==> config.mk <==
export PLATFORM = sky130hd
export DESIGN_NAME = uart_rx_buf_writer_flat
export DESIGN_NICKNAME = d
export VERILOG_FILES = /design/src/rtl/uart_rx_buf_writer_if.sv /design/src/rtl/uart_rx_buf_writer.sv /design/src/flat_wrapper.sv
export SDC_FILE = /design/constraint.sdc
export NUM_CORES = 1
export LEC_CHECK = 0
export CORE_MARGIN = 1
export CORE_UTILIZATION = 30
export DETAILED_ROUTE_END_ITERATION = 7
export GPL_TIMING_DRIVEN = 0
export PLACE_DENSITY = 0.56
export SKIP_LAST_GASP = 1
export SYNTH_ARGS = -nofsm -noshare
export SYNTH_HDL_FRONTEND = slang
export SYNTH_SLANG_ARGS = --single-unit
==> constraint.sdc <==
create_clock -name clk -period 4.2 [get_ports clk]
set_clock_uncertainty 0.2 [all_clocks]
set_input_delay 1.05 -clock clk [delete_from_list [all_inputs] [get_ports clk]]
set_output_delay 1.05 -clock clk [all_outputs]
set_load 0.1 [all_outputs]
==> src/rtl/uart_rx_buf_writer_if.sv <==
// Byte stream from the uart receiver and the write port into buf_ram.
// The writer block is the slave: it consumes rx_* and drives ram_*.
interface uart_rx_buf_writer_if #(
  parameter int ADDR_W = 9
);
  logic              rx_valid;
  logic [7:0]        rx_data;
  logic              rx_error;
  logic              ram_wen;
  logic [ADDR_W-1:0] ram_addr;
  logic [7:0]        ram_wdata;

  modport master (
    output rx_valid, rx_data, rx_error,
    input  ram_wen, ram_addr, ram_wdata
  );

  modport slave (
    input  rx_valid, rx_data, rx_error,
    output ram_wen, ram_addr, ram_wdata
  );
endinterface

==> src/rtl/uart_rx_buf_writer.sv <==
// Writes received uart bytes into a circular buffer RAM, tracks fill level against
// the reader's drain pointer, and drives cts flow control with hysteresis.
module uart_rx_buf_writer #(
  parameter int ADDR_W     = 9,
  parameter int HIGH_WATER = 448,
  parameter int LOW_WATER  = 256
) (
  input  logic                 clk,
  input  logic                 rst_n,
  uart_rx_buf_writer_if.slave  bus,
  input  logic [ADDR_W:0]      rd_ptr,
  input  logic                 clear,
  output logic [ADDR_W:0]      wr_ptr,
  output logic [ADDR_W:0]      level,
  output logic                 full,
  output logic                 empty,
  output logic                 cts,
  output logic                 overflow,
  output logic [7:0]           err_count
);

  localparam logic [ADDR_W:0] DEPTH_C = {1'b1, {ADDR_W{1'b0}}};
  localparam logic [ADDR_W:0] HIGH_C  = (ADDR_W+1)'(HIGH_WATER);
  localparam logic [ADDR_W:0] LOW_C   = (ADDR_W+1)'(LOW_WATER);

  localparam logic [0:0] FLOW_OFF = 1'b0;
  localparam logic [0:0] FLOW_ON  = 1'b1;

  logic [ADDR_W:0]   wr_ptr_r;
  logic              ram_wen_r;
  logic [ADDR_W-1:0] ram_addr_r;
  logic [7:0]        ram_wdata_r;
  logic              overflow_r;
  logic [7:0]        err_count_r;
  logic [0:0]        flow_state_r;
  logic [0:0]        flow_next_s;

  logic [ADDR_W:0]   level_s;
  logic              blocked_s;
  logic              byte_ok_s;
  logic              accept_s;
  logic              drop_s;

  // Fill level and write qualification; a level beyond DEPTH is treated as full.
  always_comb begin
    level_s   = wr_ptr_r - rd_ptr;
    blocked_s = (level_s >= DEPTH_C);
    byte_ok_s = bus.rx_valid & ~bus.rx_error & ~clear;
    accept_s  = byte_ok_s & ~blocked_s;
    drop_s    = byte_ok_s & blocked_s;
  end

  // Hysteresis flow-control next state, evaluated on the current level.
  always_comb begin
    flow_next_s = flow_state_r;
    case (flow_state_r)
      FLOW_ON: begin
        if (level_s >= HIGH_C) begin
          flow_next_s = FLOW_OFF;
        end else begin
          flow_next_s = FLOW_ON;
        end
      end
      FLOW_OFF: begin
        if (level_s <= LOW_C) begin
          flow_next_s = FLOW_ON;
        end else begin
          flow_next_s = FLOW_OFF;
        end
      end
      default: flow_next_s = FLOW_ON;
    endcase
  end

  // RAM write port: one-cycle wen pulse per accepted byte, address/data hold otherwise.
  always_ff @(posedge clk or negedge rst_n) begin
    if (!rst_n) begin
      ram_wen_r   <= 1'b0;
      ram_addr_r  <= '0;
      ram_wdata_r <= 8'h00;
      wr_ptr_r    <= '0;
    end else if (clear) begin
      ram_wen_r   <= 1'b0;
      wr_ptr_r    <= rd_ptr;
    end else if (accept_s) begin
      ram_wen_r   <= 1'b1;
      ram_addr_r  <= wr_ptr_r[ADDR_W-1:0];
      ram_wdata_r <= bus.rx_data;
      wr_ptr_r    <= wr_ptr_r + {{ADDR_W{1'b0}}, 1'b1};
    end else begin
      ram_wen_r   <= 1'b0;
    end
  end

  // Debug status: sticky overflow and saturating receive-error counter.
  always_ff @(posedge clk or negedge rst_n) begin
    if (!rst_n) begin
      overflow_r  <= 1'b0;
      err_count_r <= 8'h00;
    end else if (clear) begin
      overflow_r  <= 1'b0;
      err_count_r <= 8'h00;
    end else begin
      if (drop_s) begin
        overflow_r <= 1'b1;
      end
      if (bus.rx_error && (err_count_r != 8'hFF)) begin
        err_count_r <= err_count_r + 8'h01;
      end
    end
  end

  // Flow-control state register; a flush always reopens the sender.
  always_ff @(posedge clk or negedge rst_n) begin
    if (!rst_n) begin
      flow_state_r <= FLOW_ON;
    end else if (clear) begin
      flow_state_r <= FLOW_ON;
    end else begin
      flow_state_r <= flow_next_s;
    end
  end

  assign bus.ram_wen   = ram_wen_r;
  assign bus.ram_addr  = ram_addr_r;
  assign bus.ram_wdata = ram_wdata_r;
  assign wr_ptr        = wr_ptr_r;
  assign level         = level_s;
  assign full          = (level_s == DEPTH_C);
  assign empty         = (level_s == '0);
  assign cts           = (flow_state_r == FLOW_ON);
  assign overflow      = overflow_r;
  assign err_count     = err_count_r;

endmodule

==> src/flat_wrapper.sv <==
// flat-port wrapper written by rule: the top's interface ports become plain ports
module uart_rx_buf_writer_flat 
#(
  parameter int ADDR_W     = 9,
  parameter int HIGH_WATER = 448,
  parameter int LOW_WATER  = 256
)
  (clk, rst_n, rd_ptr, clear, wr_ptr, level, full, empty, cts, overflow, err_count, bus_rx_valid, bus_rx_data, bus_rx_error, bus_ram_wen, bus_ram_addr, bus_ram_wdata);
  uart_rx_buf_writer_if #(.ADDR_W(ADDR_W)) bus_i ();
  input  logic clk;
  input  logic rst_n;
  input  logic [ADDR_W:0] rd_ptr;
  input  logic clear;
  output logic [ADDR_W:0] wr_ptr;
  output logic [ADDR_W:0] level;
  output logic full;
  output logic empty;
  output logic cts;
  output logic overflow;
  output logic [7:0] err_count;
  input wire logic [$bits(bus_i.rx_valid)-1:0] bus_rx_valid;
  input wire logic [$bits(bus_i.rx_data)-1:0] bus_rx_data;
  input wire logic [$bits(bus_i.rx_error)-1:0] bus_rx_error;
  output wire logic [$bits(bus_i.ram_wen)-1:0] bus_ram_wen;
  output wire logic [$bits(bus_i.ram_addr)-1:0] bus_ram_addr;
  output wire logic [$bits(bus_i.ram_wdata)-1:0] bus_ram_wdata;
  assign bus_i.rx_valid = bus_rx_valid;
  assign bus_i.rx_data = bus_rx_data;
  assign bus_i.rx_error = bus_rx_error;
  assign bus_ram_wen = bus_i.ram_wen;
  assign bus_ram_addr = bus_i.ram_addr;
  assign bus_ram_wdata = bus_i.ram_wdata;
  uart_rx_buf_writer #(.ADDR_W(ADDR_W), .HIGH_WATER(HIGH_WATER), .LOW_WATER(LOW_WATER)) u_core (.clk(clk), .rst_n(rst_n), .bus(bus_i), .rd_ptr(rd_ptr), .clear(clear), .wr_ptr(wr_ptr), .level(level), .full(full), .empty(empty), .cts(cts), .overflow(overflow), .err_count(err_count));
endmodule
==> results of run 1 <==
logic make-up after synthesis:
group           count (synthesis)
mux                            17
buf+inv                        23
fa+ha+maj                      12
compound gates                 45
flops                          38
simple gates                   79
xor+xnor                       14
per-layer routing:
| metal | vias up | share of wire | GRT usage |
|---|---|---|---|
| met5 | - | 0 | 0 |
| met4 | 0 | 0.0034 | 0.02786 |
| met3 | 2 | 0.068 | 0.04617 |
| met2 | 71 | 0.50 | 0.2881 |
| met1 | 1030 | 0.43 | 0.2050 |
| li1 | 1006 | - | - |
worst min-delay path by stage:
stage                                       start                      end  slack, ns
after floorplan                             rst_n   u_core.bus.ram_addr[0]       0.55
after global placement    u_core.bus.ram_wdata[2]  u_core.bus.ram_wdata[2]       0.27
after detailed placement  u_core.bus.ram_wdata[3]  u_core.bus.ram_wdata[3]       0.28
after CTS                  u_core.bus.ram_addr[8]   u_core.bus.ram_addr[8]       0.30
after global routing       u_core.bus.ram_addr[4]   u_core.bus.ram_addr[4]       0.30
final                     u_core.bus.ram_wdata[3]  u_core.bus.ram_wdata[3]       0.29
area by class of cell:
cell class	count	area [um^2]
Buffer	5	33.78
Clock buffer	6	82.58
Clock inverter	2	12.51
Fill cell	715	3587
Inverter	17	63.81
Multi-Input combinational cell	167	1524
Sequential cell	38	954.7
Tap cell	99	123.9
Timing Repair Buffer	93	909.6
repair_timing:
action                                  in CTS  in global routing
endpoints found under the setup margin      12                  8
buffers inserted                            14                  6
pin swaps                                   19                 12
resized for setup                          105                 16
cell usage in the layout, fill, tap and decap left out, types with 5 or more instances in the layout:
cell type,count
clkdlybuf4s50_1,52
dfrtp_1,35
buf_4,21
nor2_1,19
mux2_1,17
nand2_1,14
inv_1,13
ha_4,9
nand3_1,8
a31oi_1,7
a21oi_1,6
clkbuf_8,6
xor2_1,5
o21ai_1,5
or4_1,5
buf_12,5
flip-flops by register name, indices dropped and copies added (netlist names):
signal	cells
u_core.bus.ram_addr	9
u_core.bus.ram_wen	1
u_core.cts	1
u_core.wr_ptr	10
u_core.bus.ram_wdata	8
u_core.err_count	8
u_core.overflow	1
worst max-delay path, cell delays in order:
cell      delay [ns]
buf_8           0.10
ha_4            0.15
fa_2            0.34
nand2b_4        0.16
a21oi_4         0.19
xor2_4          0.09
or4_4           0.42
or4b_4          0.55
nor3b_4         0.23
buf_12          0.20
through the flow:
| step | utilization | cell area [um^2] | TNS [ns] | power (mW) | instances |
|---|---|---|---|---|---|
| after floorplan | - | 2389 | -2.494 | 1.606 | 228 |
| after global placement | 0.4434 | 3233 | -12.60 | 1.929 | 399 |
| after detailed placement | 0.4454 | 3248 | -12.63 | 1.938 | 400 |
| after CTS | 0.4990 | 3638 | -1.382 | 2.300 | 421 |
| after global routing | 0.5081 | 3705 | -1.230 | 2.402 | 427 |
| final | 0.5081 | 3705 | -1.008 | 2.301 | 427 |
power by group through the flow:
stage          combinational (mW)  sequential [mW]  clock [mW]
6_report                     1.52            0.513       0.269
5_1_grt                      1.58            0.527       0.297
4_1_cts                      1.50            0.515       0.281
3_5_place_dp                 1.42            0.517           0
3_3_place_gp                 1.41            0.515           0
2_1_floorplan               0.460             1.15           0
==> out/qor.yml, run 1 <==
root_buffer: "clkbuf_8"
antenna_found_initial: 0
ios: 73
max_cap_viol_count: 0
synth_xor_area_frac: 0.05411
avgSynthCellArea_um2: 9.938
worstSetupPathType: "primary input to primary output"
post-place-ws_ns: -1.934
required_ns: 2.95
routedWlPerCell_um: 14.54
period_share: 1.128
grt_usage: 0.1645
synthTopCellsByArea: "dfrtp_1, mux2_1, ha_1, nor2_1, inv_1"
path_clk_slew_ns: 0.08
ant_nets: 0
worst_setup_path_end_kind: "primary output"
synth_commonest_cells: "dfrtp_1, nor2_1, inv_1, mux2_1, nand2_1"
post_drt_via_cell_ratio: 4.939
r2r_cells: 11
initial_core_util: 0.3107
die_area_um2: 7905
power.internal_mw: 0.9967
yosysWarnings: 0
violations: "negative setup slack"
swShare: 0.5668
synth_top_area_frac: 0.4086
tightest_slew_ns: 1.001
startpoint: "rd_ptr[0]"
grt_pass1_wl_um: 9956
synth-simple-area-share: 0.1872
drv_slew: 0
synth.most_common_cell: "dfrtp_1"
worstHoldPathCells: 1
vias: 2109
synth_compound_area_frac: 0.1397
htreeDepth: 2
grt_pass1_vias: 2106
cts_tree: "done"
drc: 0
hold_violations: 0
dieHeight_um: 88.91
io_buffers: 72
ys_ff_latch: 38
clock_latency_ns: 0.29
syn_nets: 263
postCtsHoldBufs: 0
cts_made_buffers: 5
die-width_um: 88.91
core_area_um2: 7292
max_freq_mhz: 211.1
r2r_start: "u_core.wr_ptr[2]"
first_pass_iters: 4
max-clock-path-buffers: 2
grt_overflow: 0
fp-row-count: 31
dp_hpwl_um: 4432
clkSinkCount: 38
outcome: "complete, but fails checks"
crit_end: "full"
path_max_fanout: 3
synth_top_family_by_area: "simple AND/OR/NAND/NOR gates"
hold_path_class: "flop to flop"
netlist_instances: 228
power.switching_mw: 1.304
r2r_slack_ns: 0.97
power.density_nw_per_um2: 621.1
irDropWorstVdd_mv: 0.3904
nets: 362
crit_arrival_ns: 3.49
synthAdderAreaFrac: 0.06957
area_growth_pct: 63.50
pwr-share-seq: 0.223
yosysSeqAreaShare: 0.4202
gp_congestion: 0.7833
drtIter0Drc: 62
pwr-share-clk: 0.117
synth_cell_types: 43
synth_ff_type: "dfrtp_1"
min_period_ns: 4.737
ys_async_sr_fraction: 1.000
rsz0062_at_grt: "yes"
start_kind: "primary input"
synth_area_um2: 2266
muxShareOfSynthArea: 0.08448
p_comb_frac: 0.660
relSlewSlack: 0.3306
setup_ws_ns: -0.5374
grt_start_max_net_pins: 23
synth_edf_count: 0
hold_ws_ns: 0.2873
diodes: 0
drive_above_1_share: 0.2683
leakagePower_nw: 1.520
synth_area_leader_cell: "dfrtp_1"
setup_viol: 2
totalWireLength_um: 6209
r2r-end: "u_core.bus.ram_addr[2]"
Power figures use the tool's default switching activity.
==> inputs of run 2 (changes only) <==
--- a/config.mk
+++ b/config.mk
@@ -5,6 +5,7 @@
 export SDC_FILE = /design/constraint.sdc
 export NUM_CORES = 1
 export LEC_CHECK = 0
+export CORE_ASPECT_RATIO = 1.4
 export CORE_MARGIN = 1
 export CORE_UTILIZATION = 30
 export DETAILED_ROUTE_END_ITERATION = 7
==> out/qor.yml, run 2 (synthesis gave the netlist of run 1 again) <==
outcome: "complete, but fails checks"  # unchanged
violations: "negative setup slack"  # unchanged
post_drt_via_cell_ratio: 4.830  # was 4.939
slowest_delay_ns: 0.54  # was 0.55 ns
instances_no_fill: 423  # was 427
clkSinkCount: 38  # unchanged
r2r_slack_ns: 0.92  # was 0.97 ns
diodes: 0  # unchanged
gp_congestion: 0.8241  # was 0.7833
max_cap_viol_count: 0  # unchanged
crit_end: "full"  # unchanged
setup_viol: 3  # was 2
startpoint: "rd_ptr[0]"  # unchanged
drive_above_1_share: 0.2730  # was 0.2683
setup_ws_ns: -0.5409  # was -0.5374 ns
max_freq_mhz: 210.9  # was 211.1 MHz
die_area_um2: 7909  # was 7905 um^2
io_buffers: 72  # unchanged
grt_pass1_vias: 2177  # was 2106
totalWireLength_um: 6200  # was 6209 um
clock_latency_ns: 0.29  # about the same
relSlewSlack: 0.3315  # was 0.3306
irDropWorstVdd_mv: 0.5440  # was 0.3904 mV
routedWlPerCell_um: 14.66  # was 14.54 um
largest_register_ffs: 10  # unchanged
leakagePower_nw: 1.487  # was 1.520 nW
grt_pass1_wl_um: 10560  # was 9956 um
cpMaxStageDelayCell: "or4b_4"  # unchanged
first_pass_iters: 4  # unchanged
dieHeight_um: 104.8  # was 88.91 um
cts_made_buffers: 5  # unchanged
rsz0062_at_grt: "yes"  # unchanged
start_kind: "primary input"  # unchanged
crit_arrival_ns: 3.49  # about the same
htreeDepth: 2  # unchanged
root_buffer: "clkbuf_8"  # unchanged
dp.cells: 397  # was 400
r2r-end: "u_core.bus.ram_addr[5]"  # was u_core.bus.ram_addr[2]
hold_violations: 0  # unchanged
worst_setup_path_end_kind: "primary output"  # unchanged
hold_ws_ns: 0.2894  # was 0.2873 ns
initial_core_util: 0.3098  # was 0.3107
ios: 73  # unchanged
cts_tree: "done"  # unchanged
area_growth_pct: 63.22  # was 63.50%
crit_chain: "buf_8, ha_4, fa_2, nand2b_4, a21oi_4, xor2_4, or4_4, or4b_4, nor3b_4, buf_12"  # unchanged
drv_slew: 0  # unchanged
grt_start_max_net_pins: 39  # was 23
tightest_slew_ns: 0.9997  # was 1.001 ns
die-width_um: 75.45  # was 88.91 um
nets: 360  # was 362
grt_overflow: 0  # unchanged
r2r_cells: 11  # unchanged
required_ns: 2.95  # about the same
antenna_found_initial: 0  # unchanged
r2r_start: "u_core.wr_ptr[2]"  # unchanged
min_period_ns: 4.741  # was 4.737 ns
min-delay-start: "u_core.bus.ram_addr[2]"  # was u_core.bus.ram_wdata[3]
path_clk_slew_ns: 0.08  # about the same
dp_hpwl_um: 4476  # was 4432 um
placed_area_um2: 3226  # was 3248 um^2
grt_usage: 0.1735  # was 0.1645
finish.instance_area_um2: 3699  # was 3705 um^2
core_area_um2: 7315  # was 7292 um^2
hold_path_class: "flop to flop"  # unchanged
fp-row-count: 37  # was 31
ant_nets: 0  # unchanged
power.density_nw_per_um2: 635.2  # was 621.1 nW/um^2
layout_common_cells: "clkdlybuf4s50_1, dfrtp_1, nor2_1"  # was clkdlybuf4s50_1, dfrtp_1, buf_4
drc: 0  # unchanged
max-clock-path-buffers: 2  # unchanged
path_max_fanout: 3  # unchanged
period_share: 1.129  # was 1.128
drtIter0Drc: 44  # was 62
layout_commonest_cell: "clkdlybuf4s50_1"  # unchanged
worstSetupPathType: "primary input to primary output"  # unchanged
vias: 2043  # was 2109
postCtsHoldBufs: 0  # unchanged
utilization: 0.5056  # was 0.5081
[run 2: cell count changes in the layout (fill, tap and decap cells not counted), moves of 2 or more]
cell and delta:
inv_2 +2, buf_4 -5, dlygate4sd2_1 +3, inv_1 -2, buf_2 +3, a21oi_2 +2
a21oi_1 -2, dlymetal6s2s_1 -3, buf_6 +2, clkbuf_2 -3
[run 2: per-layer routing]
metal,track usage,wire length [um],vias to the layer above
li1,-,-,1010
met1,0.1969,2456,969
met2,0.3087,3369,53
met3,0.03472,237,11
met4,0.06349,137,0
met5,0,0,-
[run 2: worst min-delay path by stage]
stage / end / slack, ns / depth (start not counted)
6_report: u_core.bus.ram_addr[2] / 0.29 / 1
5_1_grt: u_core.bus.ram_addr[2] / 0.30 / 1
3_3_place_gp: u_core.bus.ram_wdata[6] / 0.27 / 1
4_1_cts: u_core.bus.ram_wdata[4] / 0.30 / 1
2_1_floorplan: u_core.bus.ram_addr[0] / 0.55 / 0
3_5_place_dp: u_core.bus.ram_wdata[4] / 0.27 / 1
[run 2: cell type report]
type                            count  area, um^2
Clock inverter                      3       45.04
Multi-Input combinational cell    167        1530
Sequential cell                    38       954.7
Tap cell                           97       121.4
Inverter                           17       63.81
Buffer                              5       33.78
Fill cell                         709        3616
Clock buffer                        5       68.82
Timing Repair Buffer               91       880.8
[run 2: repair_timing]
action                     4_1_cts  5_1_grt
setup endpoints to repair       12        9
gates resized for setup        115       11
pin swaps                       23       11
setup buffers                   18        3
[run 2: critical path: cells and delay by family]
family / cells / cell delay, ns
simple gates: 4 / 1.36
xor+xnor: 1 / 0.09
fa+ha+maj: 2 / 0.48
buf+inv: 2 / 0.30
compound gates: 1 / 0.20
[run 2: stage by stage]
step	power [mW]	setup TNS, ns	worst slack (ns)
after floorplan	1.606	-2.494	-1.445
after global placement	1.933	-13.95	-2.045
after detailed placement	1.936	-13.83	-2.015
after CTS	2.352	-1.426	-0.6135
after global routing	2.444	-1.246	-0.5826
final	2.349	-1.102	-0.5409
[run 2: power breakdown]
part | switching, mW | total, mW | internal [mW]
Sequential | 0.0598 | 0.513 | 0.453
Combinational | 1.11 | 1.52 | 0.407
Clock | 0.138 | 0.315 | 0.177
==> inputs of run 3 (changes only) <==
--- a/config.mk
+++ b/config.mk
@@ -11,6 +11,7 @@
 export DETAILED_ROUTE_END_ITERATION = 7
 export GPL_TIMING_DRIVEN = 0
 export PLACE_DENSITY = 0.56
+export RECOVER_POWER = 25
 export SKIP_LAST_GASP = 1
 export SYNTH_ARGS = -nofsm -noshare
 export SYNTH_HDL_FRONTEND = slang
==> out/qor.yml, run 3 (synthesis gave the netlist of run 1 again) <==
required_ns: 2.95  # about the same
ant_nets: 0  # unchanged
dp_hpwl_um: 4476  # unchanged
violations: "max-capacitance violations, max-slew violations, negative setup slack"  # was negative setup slack
path_clk_slew_ns: 0.08  # about the same
grt-busiest-layer: "met2"  # unchanged
start_kind: "primary input"  # unchanged
max_cap_viol_count: 1  # was 0
crit_chain: "buf_8, ha_4, fa_2, nand2b_4, a21oi_4, xor2_4, or4_4, or4b_4, nor3b_4, buf_12"  # unchanged
min-delay-start: "u_core.bus.ram_addr[2]"  # unchanged
slowest_delay_ns: 0.54  # about the same
layout_common_cells: "clkdlybuf4s50_1, dfrtp_1, nor2_1"  # unchanged
antenna_found_initial: 0  # unchanged
critical-path-top-delay-family: "simple AND/OR/NAND/NOR gates"  # unchanged
grt_start_max_net_pins: 39  # unchanged
die_area_um2: 7909  # unchanged
totalWireLength_um: 6199  # was 6200 um
setup_ws_ns: -0.5409  # unchanged
initial_core_util: 0.3098  # unchanged
grt_pass1_wl_um: 10560  # unchanged
relSlewSlack: -0.3693  # was 0.3315
core_area_um2: 7315  # unchanged
path_max_fanout: 3  # unchanged
drtIter0Drc: 45  # was 44
outcome: "complete, but fails checks"  # unchanged
die-width_um: 75.45  # unchanged
hold_violations: 0  # unchanged
cts_tree: "done"  # unchanged
dp.cells: 397  # unchanged
tightest_slew_ns: 2.054  # was 0.9997 ns
io_buffers: 72  # unchanged
clkSinkCount: 38  # unchanged
clock_latency_ns: 0.29  # about the same
max-clock-path-buffers: 2  # unchanged
instances_no_fill: 423  # unchanged
postCtsHoldBufs: 0  # unchanged
vias: 2040  # was 2043
htreeDepth: 2  # unchanged
crit_arrival_ns: 3.49  # about the same
worst_setup_path_end_kind: "primary output"  # unchanged
drv_slew: 39  # was 0
post_drt_via_cell_ratio: 4.823  # was 4.830
irDropWorstVdd_mv: 0.5442  # was 0.5440 mV
nets: 360  # unchanged
grt_overflow: 0  # unchanged
drc: 0  # unchanged
setup_viol: 3  # unchanged
grt_usage: 0.1735  # unchanged
hold_ws_ns: 0.2894  # unchanged
met1_usage: 0.1969  # unchanged
startpoint: "rd_ptr[0]"  # unchanged
worstSetupPathType: "primary input to primary output"  # unchanged
fillers: 710  # was 709
routedWlPerCell_um: 14.65  # was 14.66 um
period_share: 1.129  # unchanged
critPathBufInv: 2  # unchanged
max_freq_mhz: 210.9  # unchanged
fp-row-count: 37  # unchanged
hold_path_class: "flop to flop"  # unchanged
diodes: 0  # unchanged
min_period_ns: 4.741  # unchanged
use_met3: 0.03472  # unchanged
root_buffer: "clkbuf_8"  # unchanged
area_growth_pct: 63.17  # was 63.22%
grt.met2_usage: 0.3087  # unchanged
cpMaxStageDelayCell: "or4b_4"  # unchanged
first_pass_iters: 4  # unchanged
ios: 73  # unchanged
layout_commonest_cell: "clkdlybuf4s50_1"  # unchanged
cts_made_buffers: 5  # unchanged
tns_ns: -1.102  # unchanged
largest_register_ffs: 10  # unchanged
grt_pass1_vias: 2177  # unchanged
power.density_nw_per_um2: 635.4  # was 635.2 nW/um^2
rsz0062_at_grt: "yes"  # unchanged
leakagePower_nw: 1.484  # was 1.487 nW
drive_above_1_share: 0.2699  # was 0.2730
gp_congestion: 0.8241  # unchanged
r2r_start: "u_core.wr_ptr[2]"  # unchanged
dieHeight_um: 104.8  # unchanged
==> run 3: report_power, final <==
part	leakage, nW	switching [mW]	internal, mW
combinational	0.972	1.11	0.407
clock	0.0504	0.138	0.177
sequential	0.462	0.0599	0.454
==> run 3: final cells by class <==
type / instances / area [um^2] / area share
clock buffer: 5 / 68.82 / 0.01861
buffer: 5 / 33.78 / 0.009137
timing repair buffer: 91 / 879.6 / 0.2379
multi-input combinational: 167 / 1530 / 0.4139
inverter: 17 / 63.81 / 0.01726
clock inverter: 3 / 45.04 / 0.01218
sequential: 38 / 954.7 / 0.2582
tap: 97 / 121.4 / 0.03283
==> run 3: final timing paths <==
path / end / slack (ns) / cells past startpoint
min: u_core.bus.ram_addr[2] / 0.29 / 1
min reg2reg: u_core.bus.ram_addr[2] / 0.29 / 1
max reg2reg: u_core.bus.ram_addr[5] / 0.92 / 11
max: full / -0.54 / 10
min in group asynchronous: u_core.err_count[6] / 1.13 / 1
max in group asynchronous: u_core.wr_ptr[1] / 1.33 / 1
==> run 3: timing repair <==
| item | in CTS | in global routing |
|---|---|---|
| setup endpoints to repair | 12 | 9 |
| pin swaps | 23 | 11 |
| gates resized for setup | 115 | 11 |
| cloned | 0 | 0 |
| buffers inserted | 18 | 3 |
==> run 3: layer usage <==
metal  part of all wire  vias to the layer above  wire length (um)
met2               0.54                       53              3365
met5                  0                        -                 0
met4              0.022                        0               137
met1               0.40                      967              2459
li1                   -                     1009                 -
met3              0.038                       11               237
==> run 3: metrics by stage <==
step	total power, mW	cell area [um^2]	setup WS (ns)	util
after global routing	2.444	3697	-0.5826	0.5055
after global placement	1.933	3231	-2.045	0.4417
after floorplan	1.606	2389	-1.445	-
final	2.349	3697	-0.5409	0.5055
after CTS	2.352	3674	-0.6135	0.5022
after detailed placement	1.936	3226	-2.015	0.4410
